File: src/rtl/serv_ram_arbiter_pkg.sv
// Shared types for the SERV RAM arbiter: FSM states, grant codes and byte-lane helpers.
package serv_ram_arbiter_pkg;

  typedef enum logic {
    ST_IDLE,
    ST_RESP
  } state_e;

  typedef enum logic [1:0] {
    GNT_NONE,
    GNT_HOST,
    GNT_DBUS,
    GNT_IBUS
  } gnt_e;

  localparam logic [3:0] LANE_NONE = 4'b0000;
  localparam logic [3:0] LANE_B0   = 4'b0001;

  function automatic logic [3:0] lane_onehot(input logic [1:0] byte_off);
    return LANE_B0 << byte_off;
  endfunction

endpackage

File: src/rtl/serv_ram_arbiter_host_latch.sv
// Pending-write register for the byte-wide host load path; a new strobe always
// replaces whatever is pending, and busy drops once the arbiter takes the entry.
module serv_ram_host_latch #(
  parameter int ADDR_W = 5
) (
  input  logic              clk,
  input  logic              rst_n,
  input  logic              i_we,
  input  logic [ADDR_W+1:0] i_addr,
  input  logic [7:0]        i_data,
  input  logic              i_clr,
  output logic              o_busy,
  output logic [ADDR_W+1:0] o_addr,
  output logic [7:0]        o_data
);

  logic              busy_d, busy_q;
  logic [ADDR_W+1:0] addr_d, addr_q;
  logic [7:0]        data_d, data_q;

  // A strobe on the same edge the old entry is consumed keeps busy set for the new one.
  always_comb begin
    busy_d = busy_q;
    addr_d = addr_q;
    data_d = data_q;
    if (i_we) begin
      busy_d = 1'b1;
      addr_d = i_addr;
      data_d = i_data;
    end else if (i_clr) begin
      busy_d = 1'b0;
    end
  end

  always_ff @(posedge clk) begin
    if (!rst_n) begin
      busy_q <= 1'b0;
      addr_q <= '0;
      data_q <= '0;
    end else begin
      busy_q <= busy_d;
      addr_q <= addr_d;
      data_q <= data_d;
    end
  end

  assign o_busy = busy_q;
  assign o_addr = addr_q;
  assign o_data = data_q;

endmodule

File: src/rtl/serv_ram_arbiter.sv
// Arbitrates host > dbus > ibus onto the single-port RAM32 macro, one access per two cycles.
// Optional write protection of the low words is enabled with SERV_RAM_WP_EN.
module serv_ram_arbiter
  import serv_ram_arbiter_pkg::*;
#(
  parameter int ADDR_W   = 5,
  parameter int WP_WORDS = 8
) (
  input  logic              clk,
  input  logic              rst_n,
  input  logic              i_ibus_cyc,
  input  logic [31:0]       i_ibus_adr,
  output logic [31:0]       o_ibus_rdt,
  output logic              o_ibus_ack,
  input  logic              i_dbus_cyc,
  input  logic [31:0]       i_dbus_adr,
  input  logic              i_dbus_we,
  input  logic [31:0]       i_dbus_dat,
  input  logic [3:0]        i_dbus_sel,
  output logic [31:0]       o_dbus_rdt,
  output logic              o_dbus_ack,
  input  logic              i_host_we,
  input  logic [ADDR_W+1:0] i_host_addr,
  input  logic [7:0]        i_host_data,
  output logic              o_host_busy,
  output logic              o_ram_en,
  output logic [ADDR_W-1:0] o_ram_a,
  output logic [3:0]        o_ram_we,
  output logic [31:0]       o_ram_di,
  input  logic [31:0]       i_ram_do,
  output logic              o_wp_hit
);

  logic              host_busy;
  logic [ADDR_W+1:0] host_addr;
  logic [7:0]        host_data;
  gnt_e              gnt;
  logic              dbus_in_range, ibus_in_range;
  logic [ADDR_W-1:0] dbus_word;
  logic              ram_en, oor;
  logic [ADDR_W-1:0] ram_a;
  logic [3:0]        ram_we;
  logic [31:0]       ram_di, resp_data;
  logic              unused_adr_lsbs;

  state_e      state_d, state_q;
  gnt_e        gnt_d, gnt_q;
  logic        oor_d, oor_q;
  logic        ibus_ack_d, ibus_ack_q, dbus_ack_d, dbus_ack_q;
  logic        ibus_ack_prev_d, ibus_ack_prev_q, dbus_ack_prev_d, dbus_ack_prev_q;
  logic [31:0] ibus_rdt_d, ibus_rdt_q, dbus_rdt_d, dbus_rdt_q;

`ifdef SERV_RAM_WP_EN
  localparam logic [ADDR_W:0] WP_LIMIT = (ADDR_W+1)'(WP_WORDS);
  logic dbus_low_word, wp_block;
  logic wp_hit_d, wp_hit_q;
  assign dbus_low_word = ({1'b0, dbus_word} < WP_LIMIT);
`endif

  serv_ram_host_latch #(.ADDR_W(ADDR_W)) u_host_latch (
    .clk    (clk),
    .rst_n  (rst_n),
    .i_we   (i_host_we),
    .i_addr (i_host_addr),
    .i_data (i_host_data),
    .i_clr  (gnt == GNT_HOST),
    .o_busy (host_busy),
    .o_addr (host_addr),
    .o_data (host_data)
  );

  assign dbus_in_range   = (i_dbus_adr[31:ADDR_W+2] == '0);
  assign ibus_in_range   = (i_ibus_adr[31:ADDR_W+2] == '0);
  assign dbus_word       = i_dbus_adr[ADDR_W+1:2];
  assign unused_adr_lsbs = ^{i_dbus_adr[1:0], i_ibus_adr[1:0]};

  // A master whose ack was high last cycle is still holding cyc from that access.
  always_comb begin
    gnt = GNT_NONE;
    if (state_q == ST_IDLE) begin
      if (host_busy)                               gnt = GNT_HOST;
      else if (i_dbus_cyc && !dbus_ack_prev_q)     gnt = GNT_DBUS;
      else if (i_ibus_cyc && !ibus_ack_prev_q)     gnt = GNT_IBUS;
    end
  end

  always_comb begin
    ram_en = 1'b0;
    ram_a  = '0;
    ram_we = LANE_NONE;
    ram_di = '0;
    oor    = 1'b0;
`ifdef SERV_RAM_WP_EN
    wp_block = 1'b0;
`endif
    case (gnt)
      GNT_HOST: begin
        ram_en = 1'b1;
        ram_a  = host_addr[ADDR_W+1:2];
        ram_we = lane_onehot(host_addr[1:0]);
        ram_di = {4{host_data}};
      end
      GNT_DBUS: begin
        ram_en = dbus_in_range;
        oor    = !dbus_in_range;
        ram_a  = dbus_word;
        ram_di = i_dbus_dat;
        if (i_dbus_we && dbus_in_range) ram_we = i_dbus_sel;
`ifdef SERV_RAM_WP_EN
        if (i_dbus_we && dbus_in_range && dbus_low_word) begin
          ram_we   = LANE_NONE;
          wp_block = 1'b1;
        end
`endif
      end
      GNT_IBUS: begin
        ram_en = ibus_in_range;
        oor    = !ibus_in_range;
        ram_a  = i_ibus_adr[ADDR_W+1:2];
      end
      default: ;
    endcase
  end

  assign o_ram_en = rst_n & ram_en;
  assign o_ram_we = rst_n ? ram_we : LANE_NONE;
  assign o_ram_a  = ram_a;
  assign o_ram_di = ram_di;

  assign resp_data = oor_q ? 32'h0 : i_ram_do;

  always_comb begin
    state_d         = state_q;
    gnt_d           = gnt_q;
    oor_d           = oor_q;
    ibus_ack_d      = 1'b0;
    dbus_ack_d      = 1'b0;
    ibus_ack_prev_d = ibus_ack_q;
    dbus_ack_prev_d = dbus_ack_q;
    ibus_rdt_d      = ibus_rdt_q;
    dbus_rdt_d      = dbus_rdt_q;
    case (state_q)
      ST_IDLE: begin
        if (gnt != GNT_NONE) begin
          state_d    = ST_RESP;
          gnt_d      = gnt;
          oor_d      = oor;
          ibus_ack_d = (gnt == GNT_IBUS);
          dbus_ack_d = (gnt == GNT_DBUS);
        end
      end
      ST_RESP: begin
        state_d = ST_IDLE;
        gnt_d   = GNT_NONE;
        if (gnt_q == GNT_IBUS) ibus_rdt_d = resp_data;
        if (gnt_q == GNT_DBUS) dbus_rdt_d = resp_data;
      end
    endcase
  end

  always_ff @(posedge clk) begin
    if (!rst_n) begin
      state_q         <= ST_IDLE;
      gnt_q           <= GNT_NONE;
      oor_q           <= 1'b0;
      ibus_ack_q      <= 1'b0;
      dbus_ack_q      <= 1'b0;
      ibus_ack_prev_q <= 1'b0;
      dbus_ack_prev_q <= 1'b0;
      ibus_rdt_q      <= '0;
      dbus_rdt_q      <= '0;
    end else begin
      state_q         <= state_d;
      gnt_q           <= gnt_d;
      oor_q           <= oor_d;
      ibus_ack_q      <= ibus_ack_d;
      dbus_ack_q      <= dbus_ack_d;
      ibus_ack_prev_q <= ibus_ack_prev_d;
      dbus_ack_prev_q <= dbus_ack_prev_d;
      ibus_rdt_q      <= ibus_rdt_d;
      dbus_rdt_q      <= dbus_rdt_d;
    end
  end

  // The macro's Do is already registered, so it is passed through during the ack cycle and held afterwards.
  assign o_ibus_rdt = (state_q == ST_RESP && gnt_q == GNT_IBUS) ? resp_data : ibus_rdt_q;
  assign o_dbus_rdt = (state_q == ST_RESP && gnt_q == GNT_DBUS) ? resp_data : dbus_rdt_q;
  assign o_ibus_ack = ibus_ack_q & rst_n;
  assign o_dbus_ack = dbus_ack_q & rst_n;
  assign o_host_busy = host_busy;

`ifdef SERV_RAM_WP_EN
  assign wp_hit_d = wp_hit_q | wp_block;

  always_ff @(posedge clk) begin
    if (!rst_n) wp_hit_q <= 1'b0;
    else        wp_hit_q <= wp_hit_d;
  end

  assign o_wp_hit = wp_hit_q;
`else
  logic unused_wp;
  assign unused_wp = (WP_WORDS < 0);
  assign o_wp_hit  = 1'b0;
`endif

endmodule

File: config.mk
export PLATFORM = sky130hd
export DESIGN_NAME = serv_ram_arbiter
export DESIGN_NICKNAME = d
export VERILOG_FILES = /design/src/rtl/serv_ram_arbiter_pkg.sv /design/src/rtl/serv_ram_arbiter_host_latch.sv /design/src/rtl/serv_ram_arbiter.sv
export SDC_FILE = /design/constraint.sdc
export NUM_CORES = 1
export LEC_CHECK = 0
export BUFFER_PORTS_ARGS = -buffer_cell sky130_fd_sc_hd__buf_2
export CORE_UTILIZATION = 39
export CTS_BUF_LIST = sky130_fd_sc_hd__clkbuf_8 sky130_fd_sc_hd__clkbuf_16
export CTS_CLUSTER_SIZE = 8
export DETAILED_ROUTE_END_ITERATION = 7
export GPL_TIMING_DRIVEN = 0
export PLACE_DENSITY = 0.77
export SYNTH_ARGS = -nofsm -noshare
export SYNTH_HDL_FRONTEND = slang
export SYNTH_HIERARCHICAL = 1
export SYNTH_SLANG_ARGS = --single-unit
export TNS_END_PERCENT = 50
File: constraint.sdc
create_clock -name clk -period 1.3 [get_ports clk]
set_clock_uncertainty 0.15 [all_clocks]
set_input_delay 0 -clock clk [delete_from_list [all_inputs] [get_ports clk]]
set_output_delay 0 -clock clk [all_outputs]
set_load 0.01 [all_outputs]
== Word-level counts from Yosys, hierarchy flattened ==
Index checks and enable logic that the tools add are counted.
Word-level totals
  logic and storage cells: 62
  output and inout port bits: 110
  bits in registers: 88
Cells by class
  bitwise logic cells: 6
  muxes and demuxes: 20
  shift operators: 1
  reductions and logical operators: 17
  eq/ne operators: 6
Operators with widths (count)
  32-bit two-way mux: 3
  32-bit case mux with 2 select lines: 1
  25-bit zero test: 2
  5-bit case mux with 3 select lines: 1
  2-bit two-way mux: 5
  2-bit == test (second input constant): 4
  4-bit two-way mux: 2
  4-bit case mux with 2 select lines: 1
  2-bit AND reduction: 3
  1-bit logical AND: 5
  1-bit zero test: 4
  1-bit case mux with 2 select lines: 2
  2-bit case mux with 2 select lines: 1
  2-bit nonzero test: 2
  1-bit by 2-bit left shift with 4-bit output (first input constant): 1
  1-bit bitwise AND: 3
  1-bit two-way mux: 3
  1-bit NOT: 3
  1-bit case mux with 3 select lines: 1
  3-bit OR reduction: 1
  2-bit by 1-bit == test with 1-bit output (second input constant): 1
  2-bit by 1-bit != test with 1-bit output (second input constant): 1

== Longest topological paths before layout ==
Gate-level depths: netlist (run 1).
  word-level depth: 9
  mapped depth: 6
  gate-level depth less buffers: 4

== Cells and area by module ==
Netlist (run 1), hierarchy kept.
By module, submodules not included
  serv_ram_arbiter: times used 1, area an instance 3508.4 µm², cells each 433
  serv_ram_host_latch: times used 1, area an instance 613.1 µm², cells each 51

== Worst setup path after synthesis (run 1) ==
Ideal clock, no wire load.
  path type: register to register
  start: reg u_host_latch.busy_q (netlist: u_host_latch/o_busy)
  end: reg u_host_latch.busy_q (netlist: u_host_latch/o_busy)
  buffers on the path: 1
  arrival time: 1.149 ns
  clock period less this slack: 1.413 ns
  stages on the path, launching flop included: 5
  slack: -0.113 ns
  setup time: 0.115 ns
  cell sequence: dfxtp_1 nor2b_1 buf_2 nor2b_1 o21a_1
Between the ends
  longest elaborated chain between the ends: 4
RTL lines
  start, declared: line serv_ram_arbiter_host_latch.sv:17  | logic busy_d, busy_q;
  start signal, assigned: line serv_ram_arbiter_host_latch.sv:41  | busy_q <= busy_d;
  2-bit two-way mux: line serv_ram_arbiter.sv:81  | if (host_busy) gnt = GNT_HOST;
  2-bit two-way mux: line serv_ram_arbiter.sv:80  | if (state_q == ST_IDLE) begin
  2-bit by 1-bit == test with 1-bit output: line serv_ram_arbiter.sv:66  | .i_clr (gnt == GNT_HOST),
  2-bit nonzero test (no source line)
Every way passes these cells.
A chain may end at the register's enable or synchronous reset.

== Final worst setup path (run 1) ==
  start: reg state_q
  end: out o_ram_we[2]
Between the ends
  longest elaborated chain between the ends: 4
  elaborated cells between the ends (all ways): 5
RTL lines
  start, declared: line serv_ram_arbiter.sv:46  | state_e state_d, state_q;
  start signal, assigned: line serv_ram_arbiter.sv:173  | state_q <= state_d;
  2-bit two-way mux *: line serv_ram_arbiter.sv:80
  2-bit == test / 2-bit by 1-bit == test with 1-bit output (equally long branches): line serv_ram_arbiter.sv:96  | case (gnt)
  4-bit case mux with 2 select lines *: line serv_ram_arbiter.sv:96
  4-bit two-way mux *: line serv_ram_arbiter.sv:126  | assign o_ram_we = rst_n ? ram_we : LANE_NONE;
  end, declared: line serv_ram_arbiter.sv:28  | output logic [3:0] o_ram_we,
Mark *: on every way between the ends. The rest lies on a longest branch, timed or not.

==> impl_results.md, run 1 <==
- GRT Residual Overflow: 0
- Register area share after synthesis: 42.74%
- Layout area overhead: 98.76%
- Peak VDD IR: approximately 0.00052 V
- Dpl hpwl: between 10 and 15 mm
- Routed vias: around 5,300
- Fin. max-slew vios: 0
- Filler cells: a little over 600
- Final Hold Fails: 2
- # diodes: 0
- Switch Pwr: between 1.5 and 2 mW
- Leak: 3.942 nW
- Critical-path maximum fanout: 4
- Post-DRT Antenna Nets: 0
- Share of cells above drive strength 1: about three fifths
- Worst Path Required: 1150 ps
- Die area: approximately 11,000 um2
- Slew of the pin with the lowest slew margin: ~510 ps
- Clock buffer depth: 2
- H-tree depth: 3
- CP arrival: 1960 ps
- Area leader, netlist: dfxtp_1
- Crit Path Class: register to primary output
- Chip width: around 100 um
- RSZ-0062 raised after global routing: yes
- Failing checks: hold timing, setup timing
- Highest clock rate: ~470 MHz
- Initial antenna violation count: 0
- Internal Power: 4.489 mW
- DRT Pass-1 Iters: 5
- Post-route setup slack: -810.8 ps
- Cells after synthesis: just under 500
- Fin util: 79.71%
- Synth top area share: 42.74%
- Starting Density: ~40%
- Vias/cell: roughly 5.3
- Post-synth cell types: 35
- Residual DRC count: 0
- Worst-Skew Late Latency: 380 ps
- DRT Wirelength: 19.24 mm
- Final nets: 1,007
- Placed cell count: between 800 and 900
- Final hold slack: -115.4 ps
- Largest net degree at the start of global routing: 15
- Crit end category: primary output
- Sequential share of power: about 44%
- GRT Util Overall: about 29%
- Ys Warns: 6
- Synthesized area: around 4100 um2
- Combinational share of power: 27.4%
- Number of endpoints failing setup at the final stage: around 180
- Sink Count: 88
- I/O Pins: 263
- First-pass GRT wire length: around 25 mm
- CTS root buf: clkbuf_8
- Kind of start point of the critical path: register
- Worst Hold Class: input port to register
- Most frequent cells in the layout: buf_2, dfxtp_1, and2_1
- Power share of the clock group: around 28%
- Commonest non-fill, non-tap cell in the layout: buf_2
- GPL Wtd Cong: 0.8783
- Period Utilization, post-route: 162.4%
- Core area: between 10,000 and 15,000 um2
- Max_cap viols: 0
- Routed wire per std cell: approximately 19 um
- Synthesized area per cell: 8.515 um2
- PD cells: a little under 800 nW/um2
- Syn_nets: between 600 and 700
- TritonCTS Buffers: 9
- TritonCTS clock tree: yes
- Site row count: 37
- Vias in the first global route: just over 5,000
- CTS Hold Bufs: 50
- Die Height: roughly 100 um
- Setup TNS Final: -89,510 ps
- CTS clk-pin slew, worst paths: 100 ps
- Worst slew margin: 66.30%
- Net switching fraction of the power: 30.53%
- PortBufs: 256
- Layout Cells excl Fill: just under 1,000
- Tmin final: between 2000 and 2500 ps
- 1st-iter DRT viols: between 300 and 400
- Count of state elements after synthesis: between 80 and 90
- Synth top area cells: dfxtp_1, and2_1, o21ai_1
- Status: finished, violations left
[state kept, by name, summed over array words and instances, names as in the netlist, 2 cells and up]
name                 flops
u_host_latch/o_data      8
dbus_rdt_q              32
ibus_rdt_q              32
gnt_q                    2
u_host_latch/o_addr      7
[through the flow]
step	area (um2)	power [mW]	worst slack, ps	hold slack, ps
floorplan	4335	3.512	-65.95	-21.83
global placement	5787	4.018	-632.4	107.0
detailed placement	5787	4.043	-648.9	117.0
CTS	7042	6.096	-685.9	-99.92
global route	8192	6.660	-909.2	-100.2
finish	8192	6.461	-810.8	-115.4
[routing by layer]
metal  routed length, um  global-route usage (%)
met1                6867                   31.73
met2               10210                   53.88
met5                   0                       0
met4                 915                   12.27
met3                1245                   6.176
[worst max-delay path: stages, from the launching register on]
cell and delay, ps:
dfxtp_4 370, nor4b_4 380, nand3_2 160, nor3_4 310, a22o_1 210, buf_2 160
[synthesized netlist by cell type]
library cell and n:
nor2_1 7, nor3_1 7, and2_1 70, nor4_1 11, nand2b_1 34, nand3_2 1, mux2i_1 15, nor4b_4 1
a22o_1 33, clkbuf_1 11, a21oi_1 1, inv_1 7, nand3b_2 1, nand3_1 4, a31oi_1 1, nor3_2 1
a222oi_1 4, a211oi_1 1, o21ai_1 66, nand4_1 2, buf_6 1, nand2_1 65, buf_12 1, and3_1 1
nor2b_2 1, buf_4 7, buf_2 16, a21o_1 1, conb_1 1, dfxtp_1 88, o2bb2ai_1 2, nor4_2 1
o21ai_0 1, o21a_1 1, nor2b_1 19
[cells by family (layout without fill, tap and decap cells)]
group | after synthesis | in the layout | synth area share (%)
and+or+nand+nor | 226 | 228 | 30.54
AOI/OAI and AO/OA | 111 | 111 | 17.37
DFF | 88 | 88 | 42.74
buffers and inverters | 43 | 416 | 5.616
muxes | 15 | 15 | 3.643
other | 1 | 1 | 0.09099
[worst paths after layout]
| kind | from | endpoint | cells past startpoint | slack [ps] |
|---|---|---|---|---|
| hold / removal | i_ibus_adr[29] | oor_q$_SDFFE_PN0P_ | 5 | -120 |
| setup / recovery | state_q$_SDFF_PP0_ | o_ram_we[2] | 5 | -810 |
| hold reg to reg | ibus_ack_prev_d$_SDFF_PP0_ | ibus_ack_prev_q$_SDFF_PN0_ | 1 | 320 |
| setup reg to reg | state_q$_SDFF_PP0_ | ibus_rdt_q[7]$_SDFFE_PN0P_ | 9 | -510 |
[area by class of cell]
| type | count | area (um2) | area share, % |
|---|---|---|---|
| buffer | 33 | 347.8 | 4.246 |
| clock buffer | 11 | 151.4 | 1.848 |
| clock inverter | 5 | 32.53 | 0.3971 |
| inverter | 7 | 26.28 | 0.3208 |
| multi-input combinational | 355 | 2952 | 36.03 |
| sequential | 88 | 1773 | 21.64 |
| tap | 136 | 170.2 | 2.077 |
| timing repair buffer | 360 | 2739 | 33.44 |
[power by group through the flow]
stage / sequential (mW) / combinational [mW] / clock (mW)
2_1_floorplan: 2.88 / 0.635 / 0
3_3_place_gp: 2.89 / 1.13 / 0
3_5_place_dp: 2.89 / 1.15 / 0
4_1_cts: 2.84 / 1.46 / 1.80
5_1_grt: 2.86 / 1.87 / 1.93
6_report: 2.85 / 1.77 / 1.84
[what timing repair did]
item,4_1_cts,5_1_grt
buffers inserted,15,26
endpoints found under the setup margin,174,180
pin swaps,10,38
hold endpoints to repair,83,2
gates cloned,9,7
resized for setup,64,191
Power figures use the tool's default switching activity.
==> inputs of run 2 (changes only) <==
==> constraint.sdc (replaced) <==
create_clock -name clk -period 1.3 [get_ports clk]
set_clock_uncertainty 0.15 [all_clocks]
set_input_delay 0.065 -clock clk [delete_from_list [all_inputs] [get_ports clk]]
set_output_delay 0.065 -clock clk [all_outputs]
set_load 0.01 [all_outputs]
==> run 2 against run 1 <==
Effect of this change:
- sequential cell count did not move
- critical endpoint is now o_ram_di[17]
- count of clock-buffer cells in the layout down 1
- worst hold slack improved by 88 ps
- cell area is 5.0% lower
- largest power group unchanged
- the run still ends with hold timing, setup timing left
- clock power grew 18%
- first-iteration DRC count is 28% lower
- largest cell class is now multi-input gates
- sequential share of layout area increased by 1.1 points
- register-to-register slack better by 140 ps
==> impl_results.md, run 2 (synthesis gave the netlist of run 1 again) <==
- Routed wire per std cell: 18.57 um
- Power share of the clock group: 32.6%
- Failing checks: hold timing, setup timing
- Highest clock rate: ~500 MHz
- Worst Hold Class: input port to register
- Commonest non-fill, non-tap cell in the layout: buf_2
- CP max stage delay: ~380 ps
- PortBufs: 256
- Vias/cell: between 5 and 6
- RSZ-0062 raised after global routing: yes
- Core area: around 10,000 um2
- Starting Density: 40.10%
- GPL Wtd Cong: between 0.9 and 1
- Die area: around 11,000 um2
- Delay-heaviest family, CP: buffers and inverters
- CTS Hold Bufs: 30
- # diodes: 0
- Die Height: roughly 100 um
- Post-route setup slack: -700.0 ps
- Combinational share of power: between 20% and 30%
- Final hold slack: -27.53 ps
- GRT Residual Overflow: 0
- H-tree depth: 3
- CP max-delay cell: dfxtp_4
- Status: finished, violations left
- Number of endpoints failing setup at the final stage: ~170
- Most frequent cells in the layout: buf_2, dfxtp_1, and2_1
- Layout area overhead: 88.89%
- Peak VDD IR: 0.0004575 V
- Crit Path Class: register to primary output
- TritonCTS Buffers: 9
- Clock buffer depth: 2
- Sink Count: between 80 and 90
- Buf+Inv Stages, Crit Path: 5
- Max_cap viols: 0
- Final Hold Fails: 1
- Setup TNS Final: -83,730 ps
- Vias in the first global route: just under 5,000
- Switch Pwr: about 1.9 mW
- I/O Pins: about 260
- DRT Pass-1 Iters: 6
- Worst-Skew Late Latency: between 300 and 400 ps
- GRT Util Overall: 27.35%
- Routed vias: between 5,000 and 6,000
- Period Utilization, post-route: 153.8%
- Initial antenna violation count: 0
- Leak: 3.733 nW
- Filler cells: ~710
- Post-DRT Antenna Nets: 0
- CP arrival: roughly 1800 ps
- Chip width: between 100 and 150 um
- Worst Path Required: roughly 1100 ps
- Crit path cell chain: nor4b_4 > buf_4 > buf_8 > buf_12 > clkbuf_16 > a22o_1 > buf_2
- Share of cells above drive strength 1: 58.89%
- Tmin final: about 2000 ps
- Design area: around 7800 um2
- Critical-path maximum fanout: 5
- TritonCTS clock tree: yes
- PD cells: between 800 and 900 nW/um2
- Largest net degree at the start of global routing: 15
- First-pass GRT wire length: about 24 mm
- Fin. max-slew vios: 0
- Kind of start point of the critical path: register
- DRT Wirelength: about 18 mm
- Final nets: around 980
- Internal Power: about 4.7 mW
- 1st-iter DRT viols: 222
- Crit end category: primary output
- Site row count: 37
- Placed inst area: about 5600 um2
- Sequential share of power: between 40% and 50%
- Dpl hpwl: ~11 mm
- CTS root buf: clkbuf_8
- Net switching fraction of the power: 28.84%
- CTS clk-pin slew, worst paths: about 90 ps
- Residual DRC count: 0
run 2: metal layers:
layer	up-vias	GRT usage, %	wire length, um
li1	2336	-	-
met1	2466	28.75	6401
met2	240	53.26	9765
met3	70	4.429	912
met4	0	11.37	803
met5	-	0	0
run 2: area by class of cell:
type / count / area, um2 / area share (%)
buffer: 32 / 335.3 / 4.307
multi-input combinational: 354 / 2914 / 37.43
clock buffer: 10 / 137.6 / 1.768
inverter: 7 / 26.28 / 0.3375
sequential: 88 / 1774 / 22.79
tap: 136 / 170.2 / 2.186
timing repair buffer: 330 / 2344 / 30.10
clock inverter: 6 / 83.83 / 1.077
run 2: per-stage QoR:
| step | cells | total power [mW] | util, % | setup slack (ps) |
|---|---|---|---|---|
| after floorplan | 484 | 3.455 | - | -82.77 |
| after detailed placement | 876 | 3.981 | 54.35 | -687.5 |
| after global placement | 876 | 3.958 | 54.35 | -715.9 |
| after global routing | 963 | 6.859 | 75.75 | -779.6 |
| final | 963 | 6.643 | 75.75 | -700.0 |
| after CTS | 948 | 6.299 | 65.06 | -753.7 |
run 2: worst paths after layout:
check / from / end / slack, ps / depth (start not counted)
worst max register to register: state_q$_SDFF_PP0_ / ibus_rdt_q[29]$_SDFFE_PN0P_ / -370 / 9
worst max-delay path: u_host_latch/o_busy$_SDFFE_PN0P_ / o_ram_di[17] / -700 / 7
worst min-delay path: i_ibus_adr[29] / oor_q$_SDFFE_PN0P_ / -30 / 5
worst min register to register: dbus_ack_prev_d$_SDFF_PP0_ / dbus_ack_prev_q$_SDFF_PN0_ / 330 / 1
run 2: worst register-to-register path: cells and delay by family (launching register included):
family,cells,cell delay (ps)
AND/OR/NAND/NOR,3,330
AO/OA/AOI/OAI,1,60
buffers and inverters,5,650
flip-flops,1,400
run 2: power by group through the flow:
stage | clock network (mW) | registers (mW) | logic [mW]
after floorplan | 0 | 2.87 | 0.583
after global placement | 0 | 2.89 | 1.07
after detailed placement | 0 | 2.89 | 1.09
after CTS | 2.14 | 2.83 | 1.32
after global routing | 2.28 | 2.86 | 1.72
final | 2.17 | 2.85 | 1.63
run 2: timing repair:
item	in CTS	in global routing
buffers inserted	19	16
gates resized for setup	82	225
hold endpoints to repair	41	1
endpoints found under the setup margin	176	174
gates cloned	7	5
pin swaps	7	53
==> inputs of run 3 (changes only) <==
- CORE_UTILIZATION: 39 -> 38
- PLACE_DENSITY: 0.77 -> 0.76
- SYNTH_HIERARCHICAL: 1 -> unset
==> run 3 against run 2 <==
Effect of this change:
- the run still ends with hold timing, setup timing left
- area after synthesis is 1.5% lower
- synthesized cell count rose by 1.0%
- cell area rose by 5.7%
- non-clock buffer count is 3 higher
- global-route usage up 1.9 points
- final cell count increased by 0.83%
- die area rose by 1.1%
- via count is 0.29% lower
- highest routed layer unchanged
- critical path depth shrank 2
==> impl_results.md, run 3 <==
- Status: finished, violations left
- Failing checks: hold timing, setup timing
- Worst Path Required: around 1100 ps
- Synthesized area per cell: a little over 8 um2
- Fin util: around four fifths
- Dpl hpwl: about 11 mm
- Synth top area cells: dfxtp_1, and2_1, o21ai_0
- TritonCTS Buffers: 9
- Post-DRT Antenna Nets: 0
- Count of state elements after synthesis: slightly below 90
- Vias/cell: between 5 and 6
- GPL Wtd Cong: around 0.9
- Syn_nets: roughly 640
- Max_cap viols: 0
- R2r startpoint: state_q$_SDFF_PP0_
- Filler cells: 664
- Post-synth EDFFs: 0
- Post-synth cell types: 34
- PD cells: 814.5 nW/um2
- Sink Count: 88
- Final nets: 983
- Crit end category: primary output
- Sequential Area: 1782 um2
- Cells after synthesis: 489
- Synth top area share: between 40% and 50%
- Register area share after synthesis: around 43%
- R2R setup slack: -400 ps
- Initial antenna violation count: 0
- Crit path cell chain: nor4b_4 > buf_6 > buf_6 > a22o_1 > buf_6
- Routed wire per std cell: around 19 um
- Starting Density: between 30 and 40%
- Slew of the pin with the lowest slew margin: approximately 570 ps
- Highest clock rate: 511.6 MHz
- Area leader, netlist: dfxtp_1
- 1st-iter DRT viols: around 160
- Ys Warns: 0
- Crit path from: u_host_latch.o_busy$_SDFFE_PN0P_
- Post-synth top cells: dfxtp_1, and2_1, o21ai_0
- Synthesized area: between 4000 and 5000 um2
- # diodes: 0
- Tmin final: just under 2000 ps
- Final hold slack: -5.202 ps
- Fin. max-slew vios: 0
- First-pass GRT wire length: ~25 mm
- CP arrival: ~1700 ps
- Layout area overhead: 102.8%
- Commonest non-fill, non-tap cell in the layout: buf_2
- RSZ-0062 raised after global routing: yes
- Clock buffer depth: 2
- Worst-Skew Late Latency: 360 ps
- Residual DRC count: 0
- Worst slew margin: around 62%
- Adder-cell share of the synthesized area: 0%
- Largest family of logic cells by synthesized area: simple AND/OR/NAND/NOR gates
- TritonCTS clock tree: yes
- Most frequent cells in the layout: buf_2, dfxtp_1, buf_6
- Prevailing post-synth register cell: dfxtp_1
- Ys async rst share: 0%
- Routed vias: 5,097
- DRT Wirelength: between 15 and 20 mm
- Number of endpoints failing setup at the final stage: 175
- GRT Residual Overflow: 0
- DRT Pass-1 Iters: 4
- CTS Hold Bufs: 26
- Final Hold Fails: 1
- Vias in the first global route: around 5,200
- Die area: approximately 11,000 um2
- Peak VDD IR: between 0.0006 and 0.0007 V
- Multiplexer share of the synthesized area: under 10%
- CP max-delay cell: dfxtp_4
- Area of the multi-input gates: around 3200 um2
- Post-route setup slack: -654.7 ps
- Placed inst area: around 5700 um2
- Count leader, synth: dfxtp_1
- Reg2Reg Depth: 9
- Site row count: 37
- CTS root buf: clkbuf_8
- Xor and xnor area share after synthesis: 0%
- Crit Path Class: register to primary output
- CP max stage delay: between 300 and 400 ps
- Chip width: roughly 110 um
- Design area: 8232 um2
- Share of cells above drive strength 1: between 60% and 70%
- Core area: 10,320 um2
- CTS clk-pin slew, worst paths: 90 ps
- Die Height: about 110 um
- Compound-Gate Fraction of Synth Area: a little under a fifth
- Kind of start point of the critical path: register
- Crit path top cell by count: buf_6
- I/O Pins: approximately 260
- Worst Hold Class: input port to register
- GRT Util Overall: between 20% and 30%
- Leak: 3.792 nW
- H-tree depth: 3
- FF-to-FF End: ibus_rdt_q[29]$_SDFFE_PN0P_
- Period Utilization, post-route: 150.4%
- PortBufs: 256
- Simple-gate portion of the synthesized area: about 29%
- CP endpoint: o_ram_di[6]
- Pwr Total: approximately 6.7 mW
- Critical-path maximum fanout: 7
- Largest net degree at the start of global routing: 18
-- run 3: cell families after synthesis --
family / Yosys count
AO/OA/AOI/OAI: 123
AND/OR/NAND/NOR: 221
other: 1
buffers and inverters: 41
flip-flops: 88
multiplexers: 15
-- run 3: what timing repair did --
item                                   4_1_cts  5_1_grt
resized for setup                          221      164
cloned                                      14        2
setup buffers                               21       14
pin swaps                                   69       47
setup endpoints to repair                  174      175
endpoints found under the hold margin       54        1
-- run 3: metal layers --
metal / global-route usage (%) / share of wire [%] / vias up
met5: 0 / 0 / -
met4: 15.19 / 4.5 / 0
met3: 5.504 / 5.3 / 65
met2: 54.98 / 54 / 255
met1: 30.68 / 37 / 2409
li1: - / - / 2368
-- run 3: worst min path at each step --
stage / to / start / slack [ps] / cells past startpoint
finish: dbus_rdt_q[13]$_SDFFE_PN0P_ / i_ram_do[13] / -5 / 4
CTS: dbus_rdt_q[11]$_SDFFE_PN0P_ / i_ram_do[11] / -30 / 4
detailed placement: u_host_latch.o_data[6]$_SDFFE_PN0P_ / i_host_data[6] / 160 / 3
floorplan: u_host_latch.o_addr[2]$_SDFFE_PN0P_ / i_host_addr[2] / 60 / 2
global route: dbus_rdt_q[13]$_SDFFE_PN0P_ / i_ram_do[13] / -20 / 4
global placement: u_host_latch.o_data[6]$_SDFFE_PN0P_ / i_host_data[6] / 150 / 3
-- run 3: final cells by class --
class	count	share of cell area, %
multi-input cells	362	39.19
repair buffers	330	29.34
flip-flops and latches	88	21.64
plain buffers	35	5.031
well taps	136	2.067
clock buffers	9	1.505
clock inverters	7	1.049
inverters	4	0.1824
-- run 3: worst max-delay path, delay by kind of cell, from the launching register on --
| family | cells | cell delay (ps) |
|---|---|---|
| AOI/OAI and AO/OA | 1 | 180 |
| buffers and inverters | 3 | 470 |
| DFF | 1 | 380 |
| and+or+nand+nor | 1 | 360 |
-- run 3: power by group --
group | leakage [nW] | internal (mW) | switching, mW | total [mW]
clock | 0.104 | 0.933 | 1.13 | 2.07
combinational | 2.97 | 0.901 | 0.879 | 1.78
sequential | 0.718 | 2.77 | 0.0867 | 2.86
-- run 3: metrics by stage --
stage / setup WS (ps) / TNS, ps / hold WS [ps] / instances
after floorplan: -260.0 / -18600 / 62.19 / 489
after global placement: -613.7 / -60220 / 149.7 / 881
after detailed placement: -676.6 / -63390 / 160.6 / 881
after CTS: -683.7 / -68700 / -28.49 / 956
after global routing: -743.5 / -82810 / -18.77 / 971
final: -654.7 / -71980 / -5.202 / 971
